`src/rtl/fetch_redirect_unit.sv`:
```
`default_nettype none
// ============================================================================
//  Module   : fetch_redirect_unit
//  Purpose  : Instruction-fetch stage. Owns the program counter, drives the
//             synchronous instruction memory and holds the IF/ID pipeline
//             register. Applies EX-stage redirects (JALR / branch / JAL),
//             squashes wrong-path work, traps misaligned targets and runs a
//             post-reset boot delay before the first fetch.
//  Revision : 1.0 - initial release
// ----------------------------------------------------------------------------
//  Ports
//    clk            in   1   rising-edge clock
//    rst_n          in   1   asynchronous active-low reset
//    pc_sel         in   3   000 PC+4, 001 JALR, 010 branch, 011 JAL, 1xx = 000
//    jalr_target    in  32   rs1+imm from EX (bit 0 is cleared here)
//    branch_target  in  32   PC_EX + B-imm
//    jal_target     in  32   PC_EX + J-imm
//    ex_valid       in   1   instruction in EX is real (not a bubble)
//    stall          in   1   load-use stall from the hazard unit
//    imem_data      in  32   registered memory read data
//    imem_addr      out 32   fetch address (= pc)
//    imem_rden      out  1   memory read enable
//    ifid_pc        out 32   PC of the instruction held in IF/ID
//    ifid_instr     out 32   instruction in IF/ID, NOP when not valid
//    ifid_valid     out  1   IF/ID holds a real instruction
//    flush          out  1   squash ID/EX this cycle
//    misalign       out  1   one-cycle pulse after a misaligned target trap
//    pc             out 32   current fetch PC
//    redirect_cnt   out 32   accepted redirects + traps (wrapping)
// ============================================================================
module fetch_redirect_unit #(
  parameter logic [31:0] RESET_VECTOR = 32'h0000_0000,
  parameter logic [31:0] TRAP_VECTOR  = 32'h0000_0100,
  parameter int unsigned BOOT_CYCLES  = 4              // legal range 1..15
) (
  input  logic        clk,
  input  logic        rst_n,
  input  logic [2:0]  pc_sel,
  input  logic [31:0] jalr_target,
  input  logic [31:0] branch_target,
  input  logic [31:0] jal_target,
  input  logic        ex_valid,
  input  logic        stall,
  input  logic [31:0] imem_data,
  output logic [31:0] imem_addr,
  output logic        imem_rden,
  output logic [31:0] ifid_pc,
  output logic [31:0] ifid_instr,
  output logic        ifid_valid,
  output logic        flush,
  output logic        misalign,
  output logic [31:0] pc,
  output logic [31:0] redirect_cnt
);

  // --------------------------------------------------------------------------
  // Constants
  // --------------------------------------------------------------------------
  localparam logic [31:0] c_NOP       = 32'h0000_0013;   // addi x0, x0, 0
  localparam logic [3:0]  c_BOOT_LAST = 4'(BOOT_CYCLES - 1);

  localparam logic [2:0]  c_SEL_JALR   = 3'b001;
  localparam logic [2:0]  c_SEL_BRANCH = 3'b010;
  localparam logic [2:0]  c_SEL_JAL    = 3'b011;

  // --------------------------------------------------------------------------
  // State machine encoding
  // --------------------------------------------------------------------------
  typedef enum logic [0:0] {
    ST_BOOT = 1'b0,
    ST_RUN  = 1'b1
  } state_t;

  state_t      r_state;
  state_t      w_state_nxt;

  // --------------------------------------------------------------------------
  // Registers and their next-state values
  // --------------------------------------------------------------------------
  logic [3:0]  r_boot_cnt;
  logic [3:0]  w_boot_cnt_nxt;
  logic [31:0] r_pc;
  logic [31:0] w_pc_nxt;
  logic [31:0] r_ifid_pc;
  logic [31:0] w_ifid_pc_nxt;
  logic        r_ifid_valid;
  logic        w_ifid_valid_nxt;
  logic        r_misalign;
  logic        w_misalign_nxt;
  logic [31:0] r_redirect_cnt;
  logic [31:0] w_redirect_cnt_nxt;

  // Combinational decode of the EX-stage redirect request
  logic        w_run;
  logic        w_take;
  logic [31:0] w_tgt;
  logic        w_trap;
  logic        w_redir;
  logic        w_flush;
  logic        w_rden;

  // --------------------------------------------------------------------------
  // Redirect decode
  // --------------------------------------------------------------------------
  assign w_run = (r_state == ST_RUN);

  // Only the three control-transfer encodings redirect; 000 and all 1xx
  // codes are plain sequential flow. Bubbles in EX never redirect.
  assign w_take = w_run && ex_valid &&
                  ((pc_sel == c_SEL_JALR) ||
                   (pc_sel == c_SEL_BRANCH) ||
                   (pc_sel == c_SEL_JAL));

  // JALR clears bit 0 of its target (RISC-V semantics). Bit 0 of the other
  // targets is never examined, only bit 1 decides misalignment.
  always_comb begin
    w_tgt = 32'h0000_0000;
    case (pc_sel)
      c_SEL_JALR:   w_tgt = jalr_target & 32'hFFFF_FFFE;
      c_SEL_BRANCH: w_tgt = branch_target;
      c_SEL_JAL:    w_tgt = jal_target;
      default:      w_tgt = 32'h0000_0000;
    endcase
  end

  assign w_trap  = w_take &&  w_tgt[1];
  assign w_redir = w_take && !w_tgt[1];

  // --------------------------------------------------------------------------
  // Next-state and output logic
  // --------------------------------------------------------------------------
  always_comb begin
    w_state_nxt        = r_state;
    w_boot_cnt_nxt     = r_boot_cnt;
    w_pc_nxt           = r_pc;
    w_ifid_pc_nxt      = r_ifid_pc;
    w_ifid_valid_nxt   = r_ifid_valid;
    w_misalign_nxt     = 1'b0;
    w_redirect_cnt_nxt = r_redirect_cnt;
    w_flush            = 1'b0;
    w_rden             = 1'b0;

    case (r_state)
      ST_BOOT: begin
        // Memory is still initialising: nothing is fetched and every
        // redirect/stall request is ignored.
        if (r_boot_cnt == c_BOOT_LAST) begin
          w_state_nxt = ST_RUN;
        end else begin
          w_boot_cnt_nxt = r_boot_cnt + 4'd1;
        end
      end

      ST_RUN: begin
        // A redirect must fetch the new target even while stalled: the
        // stalled IF/ID content is wrong-path and gets squashed anyway.
        w_rden = !stall || w_take;

        if (w_trap) begin
          w_pc_nxt           = TRAP_VECTOR;
          w_ifid_valid_nxt   = 1'b0;
          w_misalign_nxt     = 1'b1;
          w_redirect_cnt_nxt = r_redirect_cnt + 32'd1;
          w_flush            = 1'b1;
        end else if (w_redir) begin
          w_pc_nxt           = w_tgt;
          w_ifid_valid_nxt   = 1'b0;
          w_redirect_cnt_nxt = r_redirect_cnt + 32'd1;
          w_flush            = 1'b1;
        end else if (!stall) begin
          // Sequential fetch; the instruction fetched at r_pc arrives on
          // imem_data next cycle, so IF/ID captures r_pc alongside it.
          w_pc_nxt         = r_pc + 32'd4;
          w_ifid_pc_nxt    = r_pc;
          w_ifid_valid_nxt = 1'b1;
        end
      end

      default: begin
        w_state_nxt = ST_BOOT;
      end
    endcase
  end

  // --------------------------------------------------------------------------
  // State register
  // --------------------------------------------------------------------------
  always_ff @(posedge clk or negedge rst_n) begin
    if (!rst_n) begin
      r_state        <= ST_BOOT;
      r_boot_cnt     <= 4'd0;
      r_pc           <= RESET_VECTOR;
      r_ifid_pc      <= 32'h0000_0000;
      r_ifid_valid   <= 1'b0;
      r_misalign     <= 1'b0;
      r_redirect_cnt <= 32'h0000_0000;
    end else begin
      r_state        <= w_state_nxt;
      r_boot_cnt     <= w_boot_cnt_nxt;
      r_pc           <= w_pc_nxt;
      r_ifid_pc      <= w_ifid_pc_nxt;
      r_ifid_valid   <= w_ifid_valid_nxt;
      r_misalign     <= w_misalign_nxt;
      r_redirect_cnt <= w_redirect_cnt_nxt;
    end
  end

  // --------------------------------------------------------------------------
  // Outputs
  // --------------------------------------------------------------------------
  assign pc           = r_pc;
  assign imem_addr    = r_pc;
  assign imem_rden    = w_rden;
  assign flush        = w_flush;
  assign ifid_pc      = r_ifid_pc;
  assign ifid_valid   = r_ifid_valid;
  // Squashed or not-yet-filled slots present a NOP downstream.
  assign ifid_instr   = r_ifid_valid ? imem_data : c_NOP;
  assign misalign     = r_misalign;
  assign redirect_cnt = r_redirect_cnt;

endmodule
`default_nettype wire
```
`config.mk`:
```
export PLATFORM = sky130hd
export DESIGN_NAME = fetch_redirect_unit
export DESIGN_NICKNAME = d
export VERILOG_FILES = /design/src/rtl/fetch_redirect_unit.sv
export SDC_FILE = /design/constraint.sdc
export NUM_CORES = 1
export LEC_CHECK = 0
export ABC_CLOCK_PERIOD_IN_PS = 1800
export BUFFER_PORTS_ARGS = -buffer_cell sky130_fd_sc_hd__buf_2
export CAP_MARGIN = 20
export CORE_MARGIN = 2
export CORE_UTILIZATION = 44
export CTS_BUF_LIST = sky130_fd_sc_hd__clkbuf_4 sky130_fd_sc_hd__clkbuf_8
export CTS_CLUSTER_DIAMETER = 80
export DETAILED_ROUTE_END_ITERATION = 6
export HOLD_SLACK_MARGIN = 0.02
export PLACE_DENSITY = 0.8
export SLEW_MARGIN = 20
export SYNTH_ARGS = -nofsm -noshare
export SYNTH_HDL_FRONTEND = slang
export SYNTH_SLANG_ARGS = --single-unit
```
`constraint.sdc`:
```
create_clock -name clk -period 1.8 [get_ports clk]
set_input_delay 0.09 -clock clk [delete_from_list [all_inputs] [get_ports clk]]
set_output_delay 0.09 -clock clk [all_outputs]
set_load 0.005 [all_outputs]
```
==> summary.txt <==
Timing
  • Final min period: about 1.8 ns
  • Setup Viol. Count Final: 1
  • Fmax: 0.5532 GHz
  • Slew headroom: between 70 and 80%
  • Slew @ Worst Pin: between 0.4 and 0.5 ns
  • RSZ-0062 raised after global routing: yes
  • Final Hold Vio Count: 0
  • Max Slew Vio Count: 0
  • Setup WS post-layout: -0.007821 ns
  • Tcrit/Tclk final: 100.4%
  • Clk_skew: roughly 0.016 ns

Pwr
  • Peak supply drop: between 600 and 700 uV
  • LEAKAGE: 4.354 nW
  • Total chip power: 6.598 mW
  • Power per cell area: between 700 and 800 nW/um^2

Synthesis
  • Ys async rst share: 100.0%
  • Syn_area_per_cell: about 10 um^2
  • Post-synthesis simple-gate area fraction: between 10% and 20%
  • Synthesized cell area: slightly above 6000 um^2
  • Yosys reg bits: about 100
  • Largest family of logic cells by synthesized area: simple AND/OR/NAND/NOR gates
  • Xor/xnor cell area share of the yosys netlist: between 4 and 5%
  • Cells after Synth: between 600 and 700
  • Synth Area in Adders: less than 1%
  • Synth Flop Type: dfrtp_1
  • Sequential area share after synthesis: 41.36%
  • Synth Area in Compound Gates: between 10% and 20%
  • Syn_nets: 754
  • Ys Warns: 0
  • Netlist cell types: 69
  • Proportion of synthesized area in mux cells: a little under an eighth
  • Post-synth EDFFs: 0

Placement
  • Placed insts: between 1,000 and 1,500
  • GP Congestion: around 0.95
  • IO buf count: between 200 and 300
  • Post-DP HPWL: around 16,000 um
  • Placed Area: 8115 um^2

Floorplan
  • Die Y: about 120 um
  • CORE AREA: 13,880 um^2
  • I/O Pins: between 200 and 300
  • Initial Utilization: 44.90%
  • DIE AREA: 15,130 um^2
  • # rows: between 40 and 50
  • Die X: between 100 and 150 um

Finish
  • Final Non-Filler Cells: between 1,000 and 1,500
  • Layout cells sized above 1: between 50% and 60%
  • Final #Nets: 1,066
  • Final core occ: about 61%
  • Area grow syn2layout: 35.21%
  • Fillers: between 1,000 and 1,500
  • Finished Cell Area: 8427 um^2

Routing
  • Total Wirelength: 20,800 um
  • First DRT Iteration DRCs: between 500 and 600
  • Detailed-route DRC error count: 0
  • DR WL/cell: roughly 19 um
  • TritonRoute pass-1 iters: 5
  • Vias per cell: between 5 and 6
  • Final ANT Viol Nets: 0
  • Vias: just over 6,000

Critical path
  • R2R setup slack: -0.008 ns
  • Crit-path slowest cell: dfrtp_2
  • CP Data Arrival Time: between 2 and 2.5 ns
  • Critical Path Fanout Max: 9
  • CP cell instances: buf_4 > nand4_1 > nor4_4 > buf_6 > nand4b_1 > mux2_4 > o31ai_2
  • Setup CP Type: register to register
  • WP data required: approximately 2.1 ns
  • CP peak stage delay: between 0.3 and 0.4 ns
  • Startpoint types: register
  • Crit path capture type: register

Clock tree
  • CTS Buf Count: 9
  • Clock slew at reported path FFs: 0.10 ns
  • Clk sinks: 103
  • CTS tree: built
  • Clock Latency Late Sink: 0.39 ns
  • CTS root buffer: clkbuf_8
  • CTS HTree Levels: 3
  • CTS max path bufs: 2

Job
  • Max-cap violations: 0

Hold path
  • Hold crit path type: input pin to register

GRT
  • First-pass GRT wire length: 30,800 um
  • Global route overflow: 0
  • Largest net degree at the start of global routing: 37
  • Antenna violations before repair: 1
  • Vias in the first global route: roughly 5,700
  • Total track usage: a little over a quarter

Status
  • Failing checks: setup timing
  • Status: finished with violations
-- stage by stage --
step	hold slack (ns)	setup WS, ns	TNS, ns
4_1_cts	0.09583	0.001575	0
6_report	0.09712	-0.007821	-0.007821
2_1_floorplan	-0.2056	0.02092	0
5_1_grt	0.09363	-0.1026	-0.2104
3_5_place_dp	0.06640	-0.0001358	-0.0001358
3_3_place_gp	0.06176	0.03394	0
-- per-layer routing --
metal | share of wire, % | track usage [%] | up-vias
met2 | 49 | 45.89 | 340
met3 | 8.6 | 5.074 | 28
li1 | - | - | 2858
met5 | 0 | 0 | -
met1 | 40 | 34.78 | 2974
met4 | 2.4 | 9.375 | 0
-- cell families after synthesis --
kind of cell             count (synthesis)
adder cells (fa/ha/maj)                  3
flip-flops                             103
XOR/XNOR                                33
AND/OR/NAND/NOR                        195
AO/OA/AOI/OAI                          141
buffers and inverters                   79
multiplexers                            62
-- synth_stat cells (all sizes together) (5+ instances only) --
cell | number | area (um^2)
o31ai | 5 | 42.54
and3 | 20 | 126.4
nor3 | 9 | 56.31
buf | 56 | 366.6
a22o | 16 | 140.1
xor2 | 10 | 87.58
clkbuf | 11 | 51.30
and2 | 34 | 212.7
and4 | 5 | 45.04
a31oi | 7 | 43.79
xnor2 | 23 | 201.4
a21oi | 20 | 100.1
mux2 | 61 | 690.7
nand2b | 6 | 37.54
nor4 | 6 | 88.83
nand2 | 35 | 143.9
nand3 | 35 | 180.2
nor2 | 19 | 71.32
a22oi | 21 | 157.7
dfrtp | 103 | 2577
inv | 12 | 45.05
nand4 | 15 | 108.9
o21ai | 37 | 192.7
-- cell type report --
| class | count | area [um^2] | area share, % |
|---|---|---|---|
| Antenna cell | 1 | 2.502 | 0.02970 |
| Clock buffer | 11 | 151.4 | 1.797 |
| Clock inverter | 5 | 41.29 | 0.4900 |
| Inverter | 12 | 47.55 | 0.5642 |
| Multi-Input combinational cell | 434 | 3243 | 38.49 |
| Sequential cell | 103 | 2581 | 30.63 |
| Tap cell | 180 | 225.2 | 2.673 |
| Timing Repair Buffer | 368 | 2135 | 25.33 |
-- registers in the layout (all words and copies together) (netlist names) --
| register | flops |
|---|---|
| ifid_pc | 32 |
| ifid_valid | 1 |
| imem_addr | 32 |
| misalign | 1 |
| r_boot_cnt | 4 |
| r_state | 1 |
| redirect_cnt | 32 |
-- where the power goes --
part / leakage [nW] / switching, mW / internal, mW / total (mW)
Sequential: 1.34 / 0.256 / 2.65 / 2.91
Clock: 0.0974 / 0.850 / 0.591 / 1.44
Combinational: 2.92 / 1.14 / 1.10 / 2.25
-- worst max-delay path: cells and delay by family (launching register included) --
| kind | cells | cell delay [ns] |
|---|---|---|
| and+or+nand+nor | 3 | 0.56 |
| DFF | 1 | 0.38 |
| buffers and inverters | 2 | 0.32 |
| AOI/OAI and AO/OA | 1 | 0.17 |
| muxes | 1 | 0.28 |
-- repair_timing --
action,4_1_cts,5_1_grt
buffers inserted,2,3
pin swaps,0,4
endpoints found under the hold margin,33,0
resized for setup,1,12
hold buffers,2,0
endpoints found under the setup margin,4,20
-- cell usage in the layout, fill, tap and decap left out, types with 19 or more instances in the layout --
master / count
mux2_2: 53
dfrtp_1: 100
and2_1: 34
a21oi_1: 20
nor2_1: 19
nand3_1: 34
xnor2_1: 23
buf_2: 296
buf_4: 60
a22oi_1: 21
o21ai_0: 21
nand2_1: 32
-- worst paths after layout --
path,from,endpoint,cells past startpoint
min in group asynchronous,rst_n,ifid_pc[30],2
max in group asynchronous,rst_n,imem_addr[3],3
worst max-delay path,imem_addr[3],imem_addr[25],7
worst max register to register,imem_addr[3],imem_addr[25],7
worst min register to register,redirect_cnt[31],redirect_cnt[31],1
worst min-delay path,branch_target[30],imem_addr[30],3
Note: power is estimated with default switching activity, not from simulation.
